==> config.mk <==
export PLATFORM = sky130hd
export DESIGN_NAME = regfile_dump
export DESIGN_NICKNAME = d
export VERILOG_FILES = /design/src/rtl/regfile_dump_pkg.sv /design/src/rtl/regfile_dump_shadow.sv /design/src/rtl/regfile_dump.sv
export SDC_FILE = /design/constraint.sdc
export NUM_CORES = 1
export LEC_CHECK = 0
export ABC_AREA = 1
export BUFFER_PORTS_ARGS = -buffer_cell sky130_fd_sc_hd__buf_4
export CORE_MARGIN = 2
export CORE_UTILIZATION = 45
export DETAILED_ROUTE_END_ITERATION = 16
export PLACE_DENSITY_LB_ADDON = 0.08
export SETUP_SLACK_MARGIN = 0.5
export SYNTH_ARGS = -nofsm -noshare
export SYNTH_HDL_FRONTEND = slang
export SYNTH_HIERARCHICAL = 1
export SYNTH_SLANG_ARGS = --single-unit
==> constraint.sdc <==
create_clock -name clk -period 2.86 [get_ports clk]
set_input_delay 0.429 -clock clk [delete_from_list [all_inputs] [get_ports clk]]
set_output_delay 0.429 -clock clk [all_outputs]
set_load 0.05 [all_outputs]
==> src/rtl/regfile_dump_pkg.sv <==
// rtl/regfile_dump_pkg.sv - shared state encoding and widths for the register dump engine
package regfile_dump_pkg;
  localparam int IDX_W = 5;
  localparam int CNT_W = 6;

  typedef enum logic [1:0] {
    ST_IDLE = 2'd0,
    ST_READ = 2'd1,
    ST_SEND = 2'd2,
    ST_DONE = 2'd3
  } state_t;
endpackage

==> src/rtl/regfile_dump_shadow.sv <==
// rtl/regfile_dump_shadow.sv - baseline copy of the last values emitted per register
module dump_shadow
  import regfile_dump_pkg::*;
#(
  parameter int NUM_REGS = 32,
  parameter int DW       = 32
) (
  input  logic             clk,
  input  logic             reset,
  input  logic             we,
  input  logic [IDX_W-1:0] waddr,
  input  logic [DW-1:0]    wdata,
  input  logic [IDX_W-1:0] raddr,
  output logic [DW-1:0]    rdata
);
  logic [DW-1:0] r_mem [NUM_REGS];

  always_ff @(posedge clk) begin
    if (reset) begin
      for (int i = 0; i < NUM_REGS; i++) r_mem[i] <= '0;
    end else if (we) begin
      r_mem[waddr] <= wdata;
    end
  end

  assign rdata = r_mem[raddr];
endmodule

==> src/rtl/regfile_dump.sv <==
// rtl/regfile_dump.sv - walks the register file read port and streams {index, value} beats
module regfile_dump
  import regfile_dump_pkg::*;
#(
  parameter int NUM_REGS = 32,
  parameter int DW       = 32
) (
  input  logic             clk,
  input  logic             reset,
  input  logic             start,
  input  logic             changed_only,
  output logic             busy,
  output logic             done,
  output logic [CNT_W-1:0] dump_count,
  output logic [IDX_W-1:0] rf_addr,
  input  logic [DW-1:0]    rf_data,
  output logic             dump_valid,
  input  logic             dump_ready,
  output logic [IDX_W-1:0] dump_index,
  output logic [DW-1:0]    dump_data
);
  state_t           r_state, w_next;
  logic [IDX_W-1:0] r_idx;
  logic             r_mode;
  logic             r_snap_valid;
  logic [CNT_W-1:0] r_count;
  logic [IDX_W-1:0] r_dump_index;
  logic [DW-1:0]    r_dump_data;
  logic [DW-1:0]    w_shadow_rdata;
  logic             w_last, w_skip, w_hs;

  assign w_last = (r_idx == IDX_W'(NUM_REGS - 1));
  assign w_skip = r_mode && r_snap_valid && (rf_data == w_shadow_rdata);
  assign w_hs   = (r_state == ST_SEND) && dump_ready;

  // Shadow is refreshed with whatever the sink actually accepted.
  dump_shadow #(.NUM_REGS(NUM_REGS), .DW(DW)) u_shadow (
    .clk   (clk),
    .reset (reset),
    .we    (w_hs),
    .waddr (r_idx),
    .wdata (r_dump_data),
    .raddr (r_idx),
    .rdata (w_shadow_rdata)
  );

  always_comb begin
    w_next     = r_state;
    busy       = (r_state != ST_IDLE);
    done       = 1'b0;
    dump_valid = 1'b0;
    rf_addr    = '0;
    case (r_state)
      ST_IDLE: if (start) w_next = ST_READ;
      ST_READ: begin
        rf_addr = r_idx;
        if (!w_skip)     w_next = ST_SEND;
        else if (w_last) w_next = ST_DONE;
      end
      ST_SEND: begin
        dump_valid = 1'b1;
        if (dump_ready) w_next = w_last ? ST_DONE : ST_READ;
      end
      ST_DONE: begin
        done   = 1'b1;
        w_next = ST_IDLE;
      end
      default: w_next = ST_IDLE;
    endcase
  end

  always_ff @(posedge clk) begin
    if (reset) r_state <= ST_IDLE;
    else       r_state <= w_next;
  end

  always_ff @(posedge clk) begin
    if (reset) begin
      r_idx        <= '0;
      r_mode       <= 1'b0;
      r_snap_valid <= 1'b0;
      r_count      <= '0;
      r_dump_index <= '0;
      r_dump_data  <= '0;
    end else begin
      case (r_state)
        ST_IDLE: begin
          if (start) begin
            r_idx   <= '0;
            r_mode  <= changed_only;
            r_count <= '0;
          end
        end
        ST_READ: begin
          r_dump_index <= r_idx;
          r_dump_data  <= rf_data;
          if (w_skip && !w_last) r_idx <= r_idx + 1'b1;
        end
        ST_SEND: begin
          if (dump_ready) begin
            r_count <= r_count + 1'b1;
            if (!w_last) r_idx <= r_idx + 1'b1;
          end
        end
        ST_DONE: begin
          // Only a full dump leaves a complete baseline behind.
          if (!r_mode) r_snap_valid <= 1'b1;
        end
        default: ;
      endcase
    end
  end

  assign dump_count = r_count;
  assign dump_index = r_dump_index;
  assign dump_data  = r_dump_data;
endmodule

# ---- Word-level counts from Yosys, hierarchy flattened
# Memories as Yosys holds them, arrays and structs flattened. A register that Yosys moved wholly into a read port is not among the register bits.
# Cells that the tools add are included.
dict set report totals {
  register_bits 52
  mem_bits_rw 1024
  output_inout_bits 51
  elab_cells 63
  n_memories 1
  inputBits 37
}
dict set report op_classes {
  eq_ne 10
  n_addsub 2
  bitwise 1
  reduce_logical 15
  mux 27
}
# memory words word_bits read_ports rd_clocked_by_memory_dff write_ports line_no
set mem_list {}
lappend mem_list {u_shadow.r_mem 32 32 1 1 32 regfile_dump_shadow.sv:16} ;# logic [DW-1:0] r_mem [NUM_REGS];
# operator n
set ops {}
lappend ops {{$mux W5} 8}
lappend ops {{$eq A32 B32 Y1} 1}
lappend ops {{$mux W32} 1}
lappend ops {{$reduce_or A32 Y1} 1}
lappend ops {{$pmux W5 S3} 1}
lappend ops {{$mux W6} 2}
lappend ops {{$pmux W6 S2} 1}
lappend ops {{$mux W2} 5}
lappend ops {{$mux W1} 8}
lappend ops {{$ne A2 B2 Y1 const B} 4}
lappend ops {{$pmux W2 S4} 1}
lappend ops {{$add A6 B1 Y6 const B} 1}
lappend ops {{$reduce_and A3 Y1} 2}
lappend ops {{$add A5 B1 Y5 const B} 1}
lappend ops {{$eq A5 B5 Y1 const B} 1}
lappend ops {{$reduce_and A5 Y1} 1}
lappend ops {{$eq A2 B2 Y1 const B} 2}
lappend ops {{$logic_and A1 B1 Y1} 4}
lappend ops {{$reduce_and A2 Y1} 2}
lappend ops {{$reduce_bool A2 Y1} 2}
lappend ops {{$ne A3 B3 Y1 const B} 1}
lappend ops {{$reduce_bool A3 Y1} 1}
lappend ops {{$eq A2 B1 Y1 const B} 1}
lappend ops {{$logic_not A2 Y1} 1}
lappend ops {{2 further kinds} 2}

# ---- Longest topological paths before layout
dict set report depth {
  word_depth 7
  depth_mapped 26
  depth_no_buf 23
}

# ---- Hierarchy
# Netlist, hierarchy kept.
# mod instances seq_area_each_um2 cells_per_inst area_each_um2
set modules_own_cells {}
lappend modules_own_cells {dump_shadow 1 30749.5 4789 46684.8}
lappend modules_own_cells {regfile_dump 1 1041.0 412 2701.3}

# ---- Worst setup path before layout
# Ideal clock, no wire load.
dict set report synth_path {
  path_kind {register -> register}
  startpoint {reg r_state[0]}
  endpoint {mem u_shadow.r_mem[25][0], enable pin}
  arrival_ns 2.738
  t_required_ns 2.471
  path_slack_ns -0.268
  setup_ns 0.389
  stages_incl_launch_ff 10
  path_buffers 1
  period_less_slack_ns 3.128
  path_cell_list {dfxtp_1 inv_1 ha_1 nand2_1 inv_1 nand2_1 nor3_4 nand2_1 buf_6 nand2_1}
}
# item line_no
set synth_lines {}
lappend synth_lines {{start, declared} regfile_dump.sv:22} ;# state_t r_state, w_next;
lappend synth_lines {{start signal, assigned} regfile_dump.sv:74} ;# else r_state <= w_next;
lappend synth_lines {{end, declared} regfile_dump_shadow.sv:16}

# ---- Worst setup path after layout
dict set report layout_path {
  startpoint {reg r_idx[0]}
  endpoint {reg r_state[1]}
}
dict set report layout_via {
  elab_chain_cells 4
  word_cells_on_any_way 6
  classes_between {2 x eq/ne; 3 x mux; 1 x reduce/logical}
}
# item line_no
set layout_rtl {}
lappend layout_rtl {{start, declared} regfile_dump.sv:23} ;# logic [IDX_W-1:0] r_idx;
lappend layout_rtl {{start signal, assigned} regfile_dump.sv:97} ;# if (w_skip && !w_last) r_idx <= r_idx + 1'b1;
lappend layout_rtl {{start signal, assigned} regfile_dump.sv:102} ;# if (!w_last) r_idx <= r_idx + 1'b1;
lappend layout_rtl {{$eq A5 B5 Y1 (*)} regfile_dump.sv:32} ;# assign w_last = (r_idx == IDX_W'(NUM_REGS - 1));
lappend layout_rtl {{$mux W2 (2 in series)} regfile_dump.sv:62} ;# if (dump_ready) w_next = w_last ? ST_DONE : ST_READ;
lappend layout_rtl {{$pmux W2 S4} regfile_dump.sv:53} ;# case (r_state)
# Mark *: on every way between the ends. The rest lies on a longest branch, timed or not. The select of a mux whose other input is x is not followed.
# A chain may end at the register's enable or synchronous reset.

==> flow_metrics.env <==
export IMPL_clkSlewWorstSetupHoldPaths_ns=0.06
export IMPL_n_fill_cell=9578
export IMPL_fin_area_um2=60100
export IMPL_grt_pass1_wl_um=251000
export IMPL_min_delay_worst_endpoint="dump_data[6]"
export IMPL_grt_usage_pct=30.5
export IMPL_rsz0062_at_grt="yes"
export IMPL_worstSetupPathType="register to register"
export IMPL_status="finished with violations"
export IMPL_p_total_w=0.0487
export IMPL_start_util_pct=45.4
export IMPL_holdCritPathClass="primary input to register"
export IMPL_syn_to_final_growth_pct=21.8
export IMPL_cts_tree="built"
export IMPL_skew_ns=0.0243
export IMPL_r2r_slack_ns=-0.26
export IMPL_ff2ff_path_depth=21
export IMPL_hpwl_um=106000
export IMPL_path_max_fanout=24
export IMPL_num_rows=121
export IMPL_startpoint_type="register"
export IMPL_max_freq_mhz=320
export IMPL_avgSynthCellArea_um2=9.50
export IMPL_cts_root_buffer="clkbuf_16"
export IMPL_grt_start_max_net_pins=42
export IMPL_setup_ws_ns=-0.260
export IMPL_htreeDepth=3
export IMPL_yosys_area_top_type="edfxtp_1"
export IMPL_period_needed_ns=3.12
export IMPL_async_reset_ff_share_pct=0
export IMPL_worst_setup_path_end_kind="register"
export IMPL_insertion_delay_ns=0.70
export IMPL_drive_gt1_share_pct=17.0
export IMPL_ios=88
export IMPL_cts_sinks=1076
export IMPL_dieArea_um2=112000
export IMPL_netlist_area_leader_share_pct=62.3
export IMPL_worst_slew_pin_slew_ns=1.09
export IMPL_drtAntennaViolNets=0
export IMPL_hold_viol=0
export IMPL_io_buffers=87
export IMPL_timing_rr_start="r_idx[0]"
export IMPL_synth_ff_type="edfxtp_1"
export IMPL_drt_iter0_drc=4572
export IMPL_drcViolationCount=0
export IMPL_powerDensity_nw_per_um2=810
export IMPL_worstHoldStart="rf_data[6]"
export IMPL_period_share_pct=109
export IMPL_setup_viol=7
export IMPL_die_x_um=335
export IMPL_max_cap_violations=0
export IMPL_first_pass_iters=6
export IMPL_yosysSeqAreaShare_pct=64.4
export IMPL_dp_cells=6650
export IMPL_globalplace_congestion=0.926
export IMPL_core_area_um2=109000
export IMPL_ys_warn_count=6
export IMPL_rr_endpoint="r_state[1]"
export IMPL_failed_checks="setup timing"
export IMPL_ys_top_cells_by_area="edfxtp_1, nand2_1, nor2_1"
export IMPL_multi_input_area_um2=15800
export IMPL_clockBufferDepth=3
export IMPL_seq_area_um2=31800
export IMPL_grt_remaining_overflow=0
export IMPL_slew_violations=0
export IMPL_hold_depth=3
export IMPL_yosysUniqueCellTypes=32
export IMPL_synth_edff_count=1024
export IMPL_numCtsBuffers=116
export IMPL_grt_antenna_before_repair=4
export IMPL_p_leak_nw=23.4
export IMPL_syn_area_um2=49400
export IMPL_netlist_instances=5201
export IMPL_ys_ff_latch=1076
export IMPL_via_per_inst=5.60
export IMPL_synth_most_common_cell="nand2_1"
export IMPL_required_ns=3.50
export IMPL_routedWlPerCell_um=25.0
export IMPL_cp_arrival_ns=3.76
export IMPL_die_h_um=335
export IMPL_placed_cell_area_um2=54000
export IMPL_via_count=39041
export IMPL_routed_wl_um=174000
export IMPL_ys_top_cells_by_count="nand2_1, nor2_1, edfxtp_1"
export IMPL_grt_pass1_vias=36824
export IMPL_final_cells=6966
export IMPL_max_slew_margin_pct=27.2
export IMPL_num_nets_final=5508
export IMPL_syn_nets=5246
export IMPL_peakVddDrop_uv=525
## worst max path at each step
stage / startpoint / end / depth (start not counted)
floorplan: r_idx[0] / r_idx[1] / 24
global placement: r_idx[0] / r_idx[1] / 25
detailed placement: r_idx[0] / r_state[1] / 24
CTS: r_idx[0] / r_state[1] / 25
global route: r_idx[0] / r_state[1] / 25
finish: r_idx[0] / r_state[1] / 21
## report_power, final
part | total [W] | internal, W | switching, W | leakage (nW)
Combinational | 0.0166 | 0.00560 | 0.0110 | 10.7
Clock | 0.0140 | 0.00782 | 0.00618 | 1.67
Sequential | 0.0181 | 0.0178 | 0.000299 | 11.0
Total | 0.0487 | 0.0313 | 0.0174 | 23.4
## flip-flops by register name, indices dropped and copies added (netlist names)
signal / count
u_shadow/r_mem: 1024
dump_data: 32
dump_count: 6
dump_index: 5
r_idx: 5
r_state: 2
r_mode: 1
r_snap_valid: 1
## per-stage QoR
| stage | worst slack, ns | hold slack [ns] | setup TNS [ns] | util, % |
|---|---|---|---|---|
| after CTS | -0.190 | 0.0129 | -0.971 | 54.4 |
| after detailed placement | -0.562 | 0.459 | -3.56 | 49.6 |
| after floorplan | 0.483 | 0.437 | 0 | - |
| after global placement | -0.575 | 0.452 | -3.69 | 49.6 |
| after global routing | -0.418 | 0.0385 | -2.69 | 55.2 |
| final | -0.260 | 0.0739 | -1.60 | 55.2 |
## per-layer routing
metal,track usage (%),share of wire (%),vias up
met5,0,0.0040,-
met4,10.2,3.5,2
met3,5.33,8.5,279
met2,48.1,46,1772
met1,42.8,42,19244
li1,-,-,17744
## cell usage in the layout, fill, tap and decap left out, types with 4 or more instances in the layout
master,netlist,routed
a21oi_1,33,33
buf_12,0,125
buf_16,0,17
buf_4,22,332
buf_6,72,42
buf_8,0,9
bufbuf_16,0,8
clkbuf_1,171,36
clkbuf_16,0,131
clkbuf_8,0,4
clkinv_1,0,30
clkinv_2,0,14
dfxtp_1,52,47
dfxtp_4,0,4
dlygate4sd3_1,0,23
edfxtp_1,1024,1024
ha_1,8,5
inv_1,96,88
inv_2,11,14
nand2_1,1603,1446
nand2_2,0,110
nand2_4,3,47
nand3_1,777,736
nand3_2,1,42
nor2_1,1091,1078
nor2_2,1,10
nor2_4,0,4
nor3_1,10,8
nor3_4,4,5
o21ai_0,40,40
xnor2_1,8,5
## worst max-delay path, cell delays in order (launching register included)
cell and delay (ns):
dfxtp_4 0.41, buf_16 0.21, clkinv_16 0.12, buf_12 0.16
buf_8 0.16, nand2_1 0.08, nand3_1 0.07, nand3_1 0.10
nand2_1 0.18, nand2_1 0.12, nand2_1 0.06, nand2_1 0.21
nand2_1 0.11, xnor2_1 0.17, nand3_1 0.09, nor2_1 0.09
buf_4 0.12, buf_4 0.10, nand4_1 0.18, nand2_1 0.11
nand2_1 0.05, a21oi_1 0.12
## what timing repair did
action                                 CTS  global route
setup endpoints to repair              639           959
gates resized for setup                197           118
pin swaps                               49            33
endpoints found under the hold margin   31             0
hold buffers                            23             0
setup buffers                           38            18
gates cloned                            18            12
## cell type report
cell class              count  area share [%]
repair inverters            2          0.0666
diodes                      1         0.00416
well taps                1414            2.94
clock buffers             159            5.27
repair buffers            568            11.4
flip-flops and latches   1076            52.9
multi-input cells        3592            26.2
inverters                 107           0.739
clock inverters            47           0.422
## kinds of logic (layout without fill, tap and decap cells)
logic type / count (synthesis) / in the layout / synth area share (%)
flip-flops: 1076 / 1076 / 64.4
AND/OR/NAND/NOR: 3497 / 3497 / 28.8
buffers and inverters: 533 / 883 / 5.65
XOR/XNOR: 8 / 8 / 0.142
AO/OA/AOI/OAI: 79 / 79 / 0.826
adder cells (fa/ha/maj): 8 / 8 / 0.203
other: 0 / 1 / 0
Power figures use the tool's default switching activity.
